$ cat src/rtl/instr_loader.sv
// instr_loader: encodes field-level instructions into 32-bit TessiaV1 words
// and streams them into instruction memory from address 0.
module instr_loader #(
    parameter int unsigned ADDR_W = 6
) (
    input  logic              clk,
    input  logic              reset,
    input  logic              start,
    input  logic              in_valid,
    output logic              in_ready,
    input  logic [2:0]        in_class,
    input  logic [3:0]        in_cond,
    input  logic [2:0]        in_aluop,
    input  logic              in_s,
    input  logic [3:0]        in_rd,
    input  logic [3:0]        in_rn,
    input  logic [3:0]        in_rm,
    input  logic [23:0]       in_imm,
    input  logic              in_last,
    output logic              mem_we,
    output logic [ADDR_W-1:0] mem_addr,
    output logic [31:0]       mem_wdata,
    output logic              busy,
    output logic              done,
    output logic              err,
    output logic [ADDR_W:0]   word_count
);

    localparam int unsigned CNT_W = ADDR_W + 1;

    typedef enum logic {
        S_IDLE,
        S_LOAD
    } state_e;

    state_e              state_q, state_d;
    logic [ADDR_W-1:0]   ptr_q, ptr_d;
    logic [CNT_W-1:0]    wc_q, wc_d;
    logic                err_q, err_d;
    logic                we_q, we_d;
    logic [ADDR_W-1:0]   addr_q, addr_d;
    logic [31:0]         wdata_q, wdata_d;
    logic                done_q, done_d;

    logic                legal;
    logic [31:0]         enc_word;
    logic [3:0]          cmd;
    logic                s_bit;
    logic [3:0]          rd_f;
    logic [3:0]          rn_f;
    logic [11:0]         src2;
    logic                accept;
    logic                at_top;

    // Field-to-word encoder and legality check
    always_comb begin
        legal    = 1'b1;
        enc_word = '0;
        cmd      = '0;
        s_bit    = 1'b0;
        rd_f     = '0;
        rn_f     = '0;
        src2     = '0;
        case (in_class)
            3'd0, 3'd1: begin
                case (in_aluop)
                    3'd0:    cmd = 4'b0100;
                    3'd1:    cmd = 4'b0010;
                    3'd2:    cmd = 4'b0000;
                    3'd3:    cmd = 4'b1100;
                    3'd4:    cmd = 4'b1101;
                    3'd5:    cmd = 4'b1010;
                    default: legal = 1'b0;
                endcase
                // CMP always sets flags and has no destination; MOV has no first operand
                s_bit    = in_s | (in_aluop == 3'd5);
                rd_f     = (in_aluop == 3'd5) ? 4'd0 : in_rd;
                rn_f     = (in_aluop == 3'd4) ? 4'd0 : in_rn;
                src2     = in_class[0] ? in_imm[11:0] : {8'd0, in_rm};
                enc_word = {in_cond, 2'b00, in_class[0], cmd, s_bit, rn_f, rd_f, src2};
            end
            3'd2, 3'd3: enc_word = {in_cond, 2'b01, 5'b01100, ~in_class[0], in_rn, in_rd, in_imm[11:0]};
            3'd4:       enc_word = {in_cond, 4'b1010, in_imm};
            default:    legal = 1'b0;
        endcase
    end

    assign in_ready = (state_q == S_LOAD) & ~start;
    assign accept   = in_valid & in_ready;
    assign at_top   = (ptr_q == {ADDR_W{1'b1}});

    // Next-state and datapath
    always_comb begin
        state_d = state_q;
        ptr_d   = ptr_q;
        wc_d    = wc_q;
        err_d   = err_q;
        we_d    = 1'b0;
        addr_d  = addr_q;
        wdata_d = wdata_q;
        done_d  = 1'b0;
        if (start) begin
            state_d = S_LOAD;
            ptr_d   = '0;
            wc_d    = '0;
            err_d   = 1'b0;
        end else if (accept) begin
            if (legal) begin
                we_d    = 1'b1;
                addr_d  = ptr_q;
                wdata_d = enc_word;
                ptr_d   = ptr_q + ADDR_W'(1);
                wc_d    = wc_q + CNT_W'(1);
                if (at_top) begin
                    state_d = S_IDLE;
                    done_d  = 1'b1;
                    if (!in_last) begin
                        err_d = 1'b1;
                    end
                end
            end else begin
                err_d = 1'b1;
            end
            if (in_last) begin
                state_d = S_IDLE;
                done_d  = 1'b1;
            end
        end
    end

    always_ff @(posedge clk or negedge reset) begin
        if (!reset) begin
            state_q <= S_IDLE;
            ptr_q   <= '0;
            wc_q    <= '0;
            err_q   <= 1'b0;
            we_q    <= 1'b0;
            addr_q  <= '0;
            wdata_q <= '0;
            done_q  <= 1'b0;
        end else begin
            state_q <= state_d;
            ptr_q   <= ptr_d;
            wc_q    <= wc_d;
            err_q   <= err_d;
            we_q    <= we_d;
            addr_q  <= addr_d;
            wdata_q <= wdata_d;
            done_q  <= done_d;
        end
    end

    assign mem_we     = we_q;
    assign mem_addr   = addr_q;
    assign mem_wdata  = wdata_q;
    assign busy       = (state_q == S_LOAD);
    assign done       = done_q;
    assign err        = err_q;
    assign word_count = wc_q;

endmodule

$ cat config.mk
export PLATFORM = sky130hd
export DESIGN_NAME = instr_loader
export DESIGN_NICKNAME = d
export VERILOG_FILES = /design/src/rtl/instr_loader.sv
export SDC_FILE = /design/constraint.sdc
export NUM_CORES = 1
export LEC_CHECK = 0
export ABC_AREA = 1
export BUFFER_PORTS_ARGS = -buffer_cell sky130_fd_sc_hd__buf_2
export CAP_MARGIN = 10
export CORE_MARGIN = 4
export CORE_UTILIZATION = 30
export CTS_CLUSTER_SIZE = 28
export DETAILED_ROUTE_END_ITERATION = 8
export SLEW_MARGIN = 0
export SYNTH_ARGS = -nofsm -noshare
export SYNTH_HDL_FRONTEND = slang
export SYNTH_SLANG_ARGS = --single-unit
$ cat constraint.sdc
create_clock -name clk -period 1.55 [get_ports clk]
set_input_delay 0.0775 -clock clk [delete_from_list [all_inputs] [get_ports clk]]
set_output_delay 0.0775 -clock clk [all_outputs]
set_load 0.01 [all_outputs]
# Yosys cells after proc, flatten, opt, wreduce, memory -nomap -nowiden

Cells that the tools add are included.

Register bits: 55
Input port bits: 52
Output and inout port bits: 50

Add/subtract/negate cells: 2
Eq/ne operators: 12
Mux-type cells: 31
Bitwise operators: 5
Reduce and logical (&&, ||, !) cells: 14

Operators by type and width:

| cell                                                | count |
|---|---|
| one-hot mux 32 bit (3 select lines)                 | 1 |
| 2-to-1 mux 7 bit                                    | 3 |
| one-hot mux 4 bit (5 select lines)                  | 1 |
| 2-to-1 mux 1 bit                                    | 19 |
| 2-to-1 mux 6 bit                                    | 3 |
| equality test 3 x 2 -> 1 bit, second input constant | 4 |
| 2-to-1 mux 12 bit                                   | 1 |
| equality test 3 bit, second input constant          | 3 |
| AND reduction 3 bit                                 | 3 |
| 2-to-1 mux 4 bit                                    | 2 |
| adder 7 x 1 -> 7 bit, second input constant         | 1 |
| adder 6 x 1 -> 6 bit, second input constant         | 1 |
| equality test 3 x 1 -> 1 bit, second input constant | 2 |
| equality test 6 bit, second input constant          | 1 |
| logical NOT 3 bit                                   | 2 |
| nonzero test 3 bit                                  | 2 |
| OR reduction 6 bit                                  | 1 |
| nonzero test 2 bit                                  | 2 |
| OR reduction 2 bit                                  | 2 |
| != test 3 x 2 -> 1 bit, second input constant       | 1 |
| != test 3 bit, second input constant                | 1 |
| OR reduction 3 bit                                  | 1 |
| bitwise AND 1 bit                                   | 2 |
| inverter 1 bit                                      | 2 |
| other kinds (3)                                     | 3 |

# Logic depth before layout (Yosys ltp)

Word-level depth: 8
Mapped depth: 9
Mapped depth without buffers: 8

# Least setup slack after synthesis

Ideal clock, no wire load.

Path type: register -> register
Start point: reg ptr_q[0]
End point: reg state_q (netlist: busy)
Setup time: 130 ps
Data arrival time: 1075 ps
Slack: 345 ps
Stages on the path, launching flop included: 9
Cell sequence: dfrtp_1 ha_1 nand3_1 nor2_1 nor2_1 nor2_1 nand2_1 nand2_1 nand2_1

Longest elaborated chain between the ends: 3

RTL lines:

| element                       | RTL line | source |
|---|---|---|
| start, declared               | 37       | `logic [ADDR_W-1:0] ptr_q, ptr_d;` |
| start signal, assigned        | 143      | `ptr_q <= ptr_d;` |
| equality test 6 bit           | 90       | `assign at_top = (ptr_q == {ADDR_W{1'b1}});` |
| nonzero test 3 bit (no line)  | --       |  |
| AND reduction 3 bit (no line) | --       |  |
| end signal, assigned          | 142      | `state_q <= state_d;` |
| end, declared                 | 36       | `state_e state_q, state_d;` |

Every way passes these cells.
A chain may end at the register's enable or synchronous reset.

# Worst setup path after layout

Start point: reg ptr_q[0]
End point: reg done_q (netlist: done)

Longest elaborated chain between the ends: 6

RTL lines:

| element              | RTL line | source |
|---|---|---|
| equality test 6 bit  | 90       |  |
| 2-to-1 mux 1 bit     | 114      | `if (at_top) begin` |
| 2-to-1 mux 1 bit     | 108      | `if (legal) begin` |
| 2-to-1 mux 1 bit     | 124      | `if (in_last) begin` |
| 2-to-1 mux 1 bit     | 107      | `end else if (accept) begin` |
| 2-to-1 mux 1 bit     | 102      | `if (start) begin` |
| named net done_d     | 43       | `logic done_q, done_d;` |
| end signal, assigned | 149      | `done_q <= done_d;` |
| end, declared        | 43       |  |

The timed path passes the listed nets, and every way through them passes these cells.

==> impl_metrics.py <==
metrics = {
    "outcome": {
        "outcome": "finished, final reports clean",
    },
    "setup_path": {
        "worstReg2RegStart": "ptr_q[0]",
        "critical_path_depth": 5,
        "crit_path_top_delay_cell": "dfrtp_1",
        "startpoint": "ptr_q[0]",
        "cp_slowest_stage_delay_ps": 440,
        "cp.required_ps": 1770,
        "crit_buf_inv": 0,
        "crit_path_end_kind": "flop",
        "crit_chain": "ha_1 -> nand3_1 -> nor2_2 -> nand2_1 -> a21boi_0",
        "start_kind": "flop",
        "r2r_slack_ps": 200,
        "critPathTopFamily": "flip-flops",
        "path_class": "reg2reg",
        "cp.arrival_ps": 1570,
        "crit_end": "done",
        "cp_max_fo": 5,
        "reg2reg_depth": 5,
        "r2r-end": "done",
    },
    "final_layout": {
        "diodes": 0,
        "final_cell_mix": "nand2_1 (156), buf_2 (101), dfrtp_1 (55), nand3_1 (35), o21ai_0 (22)",
        "stdcell_count": 580,
        "area_delta_synth_final_pct": 31.7,
        "ff_latch_area_um2": 1380,
        "nNetsFinal": 525,
        "fin_area_um2": 3610,
        "mostFrequentLayoutCell": "nand2_1",
        "multiInputGateArea_um2": 1190,
        "fillCellCount": 915,
        "drive_above_1_share_pct": 26.9,
    },
    "timing": {
        "hold_violations": 0,
        "slew_headroom_pct": 78.5,
        "worst_pin_slew_ps": 322,
        "period_share_pct": 87.4,
        "drv_slew": 0,
        "fin_crit_ps": 1350,
        "rsz0062_at_grt": "no",
        "fin_tns_setup_ps": 0,
        "setup_ws_ps": 195,
        "finClkSkew_ps": 15.9,
        "clock.fmax_mhz": 738,
        "setup-violations-final": 0,
    },
    "global_routing": {
        "grt_usage_pct": 14.1,
        "grt_pass1_wl_um": 12700,
        "overflow": 0,
        "grt_pass1_vias": 2649,
        "antenna_found_initial": 0,
        "grt_max_degree": 56,
    },
    "drt": {
        "via_count": 2637,
        "wl_per_cell_um": 12.9,
        "ant_nets": 0,
        "drt_iter0_drc": 86,
        "dr.pass1.iters": 4,
        "avgViaCountPerCell": 4.55,
        "wirelength_um": 7470,
        "remaining_drc_errors": 0,
    },
    "logic_synthesis": {
        "yosysTopAreaCell": "dfrtp_1",
        "ys_warn_count": 0,
        "synth_area_um2": 2740,
        "ys_types": 24,
        "synth.avg_cell_area_um2": 7.68,
        "synthCells": 357,
        "yosysSeqAreaShare_pct": 50.2,
        "synth_area_leaders": "dfrtp_1 (50%), nand2_1 (21%), nand3_1 (6.4%)",
        "synth_nets": 411,
        "synth_seq_cells": 55,
        "synth_top_area_share_pct": 50.2,
    },
    "clock_tree": {
        "cts_tree": "yes",
        "cts.sinks": 55,
        "clk_latency_ps": 320,
        "cts_setup_buffers": 0,
        "ctsRootBufferMaster": "clkbuf_8",
        "clk_pin_slew_ps": 110,
        "cts_buffers": 5,
        "htree_num_levels": 2,
        "cts.path.max_buffers": 2,
    },
    "pwr": {
        "finalPower_mw": 3.50,
        "powerDensity_nw_per_um2": 970,
        "irDropWorstVdd_uv": 446,
        "leakage_nw": 2.03,
    },
    "floorplan": {
        "die_w_um": 104,
        "rows": 34,
        "start_util_pct": 31.1,
        "core_area_um2": 8810,
        "chipHeight_um": 104,
        "die_area_um2": 10700,
        "design.portCount": 102,
    },
    "placement": {
        "place.gp.congestion": 0.832,
        "pre_cts_ws_ps": 208,
        "placed_cells_incl_taps": 559,
        "post-dp-hpwl_um": 5480,
        "port_buffers": 101,
        "dpl-instance-area_um2": 3360,
    },
    "min_path": {
        "min_path_type": "in2reg",
        "min_path_cells": 5,
    },
    "run": {
        "maxCapViolations": 0,
    },
}
[timing repair]
action	4_1_cts	5_1_grt
endpoints found under the hold margin	67	0
hold buffers	13	0
endpoints found under the setup margin	0	1
resized for setup	0	1
[layout make-up]
class | instances | area share [%]
inverters | 21 | 2.25
well taps | 108 | 3.74
flip-flops and latches | 55 | 38.1
multi-input cells | 268 | 33.1
repair buffers | 120 | 19.6
clock buffers | 5 | 1.91
clock inverters | 3 | 1.28
[through the flow]
stage          utilization (%)  hold WS, ps
2_1_floorplan                -         -218
3_3_place_gp              38.2          102
3_5_place_dp              38.2          107
4_1_cts                   40.9         48.6
5_1_grt                   41.0         71.8
6_report                  41.0         55.7
[how the worst min path moves through the flow]
stage | start | endpoint
global route | in_imm[22] | mem_wdata[22]
floorplan | reset | busy
global placement | reset | mem_addr[2]
CTS | in_imm[17] | mem_wdata[17]
finish | in_imm[22] | mem_wdata[22]
detailed placement | reset | mem_addr[2]
[logic make-up after synthesis]
| group | synth area share, % |
|---|---|
| AO/OA/AOI/OAI | 7.49 |
| XOR/XNOR | 1.60 |
| adder cells (fa/ha/maj) | 0.913 |
| buffers and inverters | 6.26 |
| flip-flops | 50.2 |
| AND/OR/NAND/NOR | 33.5 |
[synth_stat cells, drive strengths merged]
master  count
xor2        5
a21boi      2
dfrtp      55
clkbuf      1
nand2     161
a21oi       1
o21ai      34
buf        12
nand3      36
inv        21
nand4       3
nor2       21
and3        1
o21bai      2
ha          2
[routing by layer]
metal | share of wire, % | vias up | track usage (%)
met5 | 0 | - | 0
met4 | 1.9 | 0 | 4.75
met3 | 4.9 | 11 | 2.99
met2 | 47 | 67 | 22.9
met1 | 47 | 1201 | 18.7
li1 | - | 1358 | -
[worst reg2reg max path: stages, from the launching register on]
cell and delay, ps:
dfrtp_1 440, ha_1 200, nand3_1 150, nor2_2 160
nand2_1 60, a21boi_0 240
[registers in the layout, indices dropped and copies added (netlist names)]
signal      flops
busy            1
mem_addr        6
done            1
mem_wdata      32
err             1
word_count      7
mem_we          1
ptr_q           6
[where the power goes]
part	switching (mW)	internal [mW]	total (mW)
combinational	0.455	0.333	0.788
sequential	0.108	1.62	1.73
clock	0.495	0.487	0.982
Power figures use the tool's default switching activity.
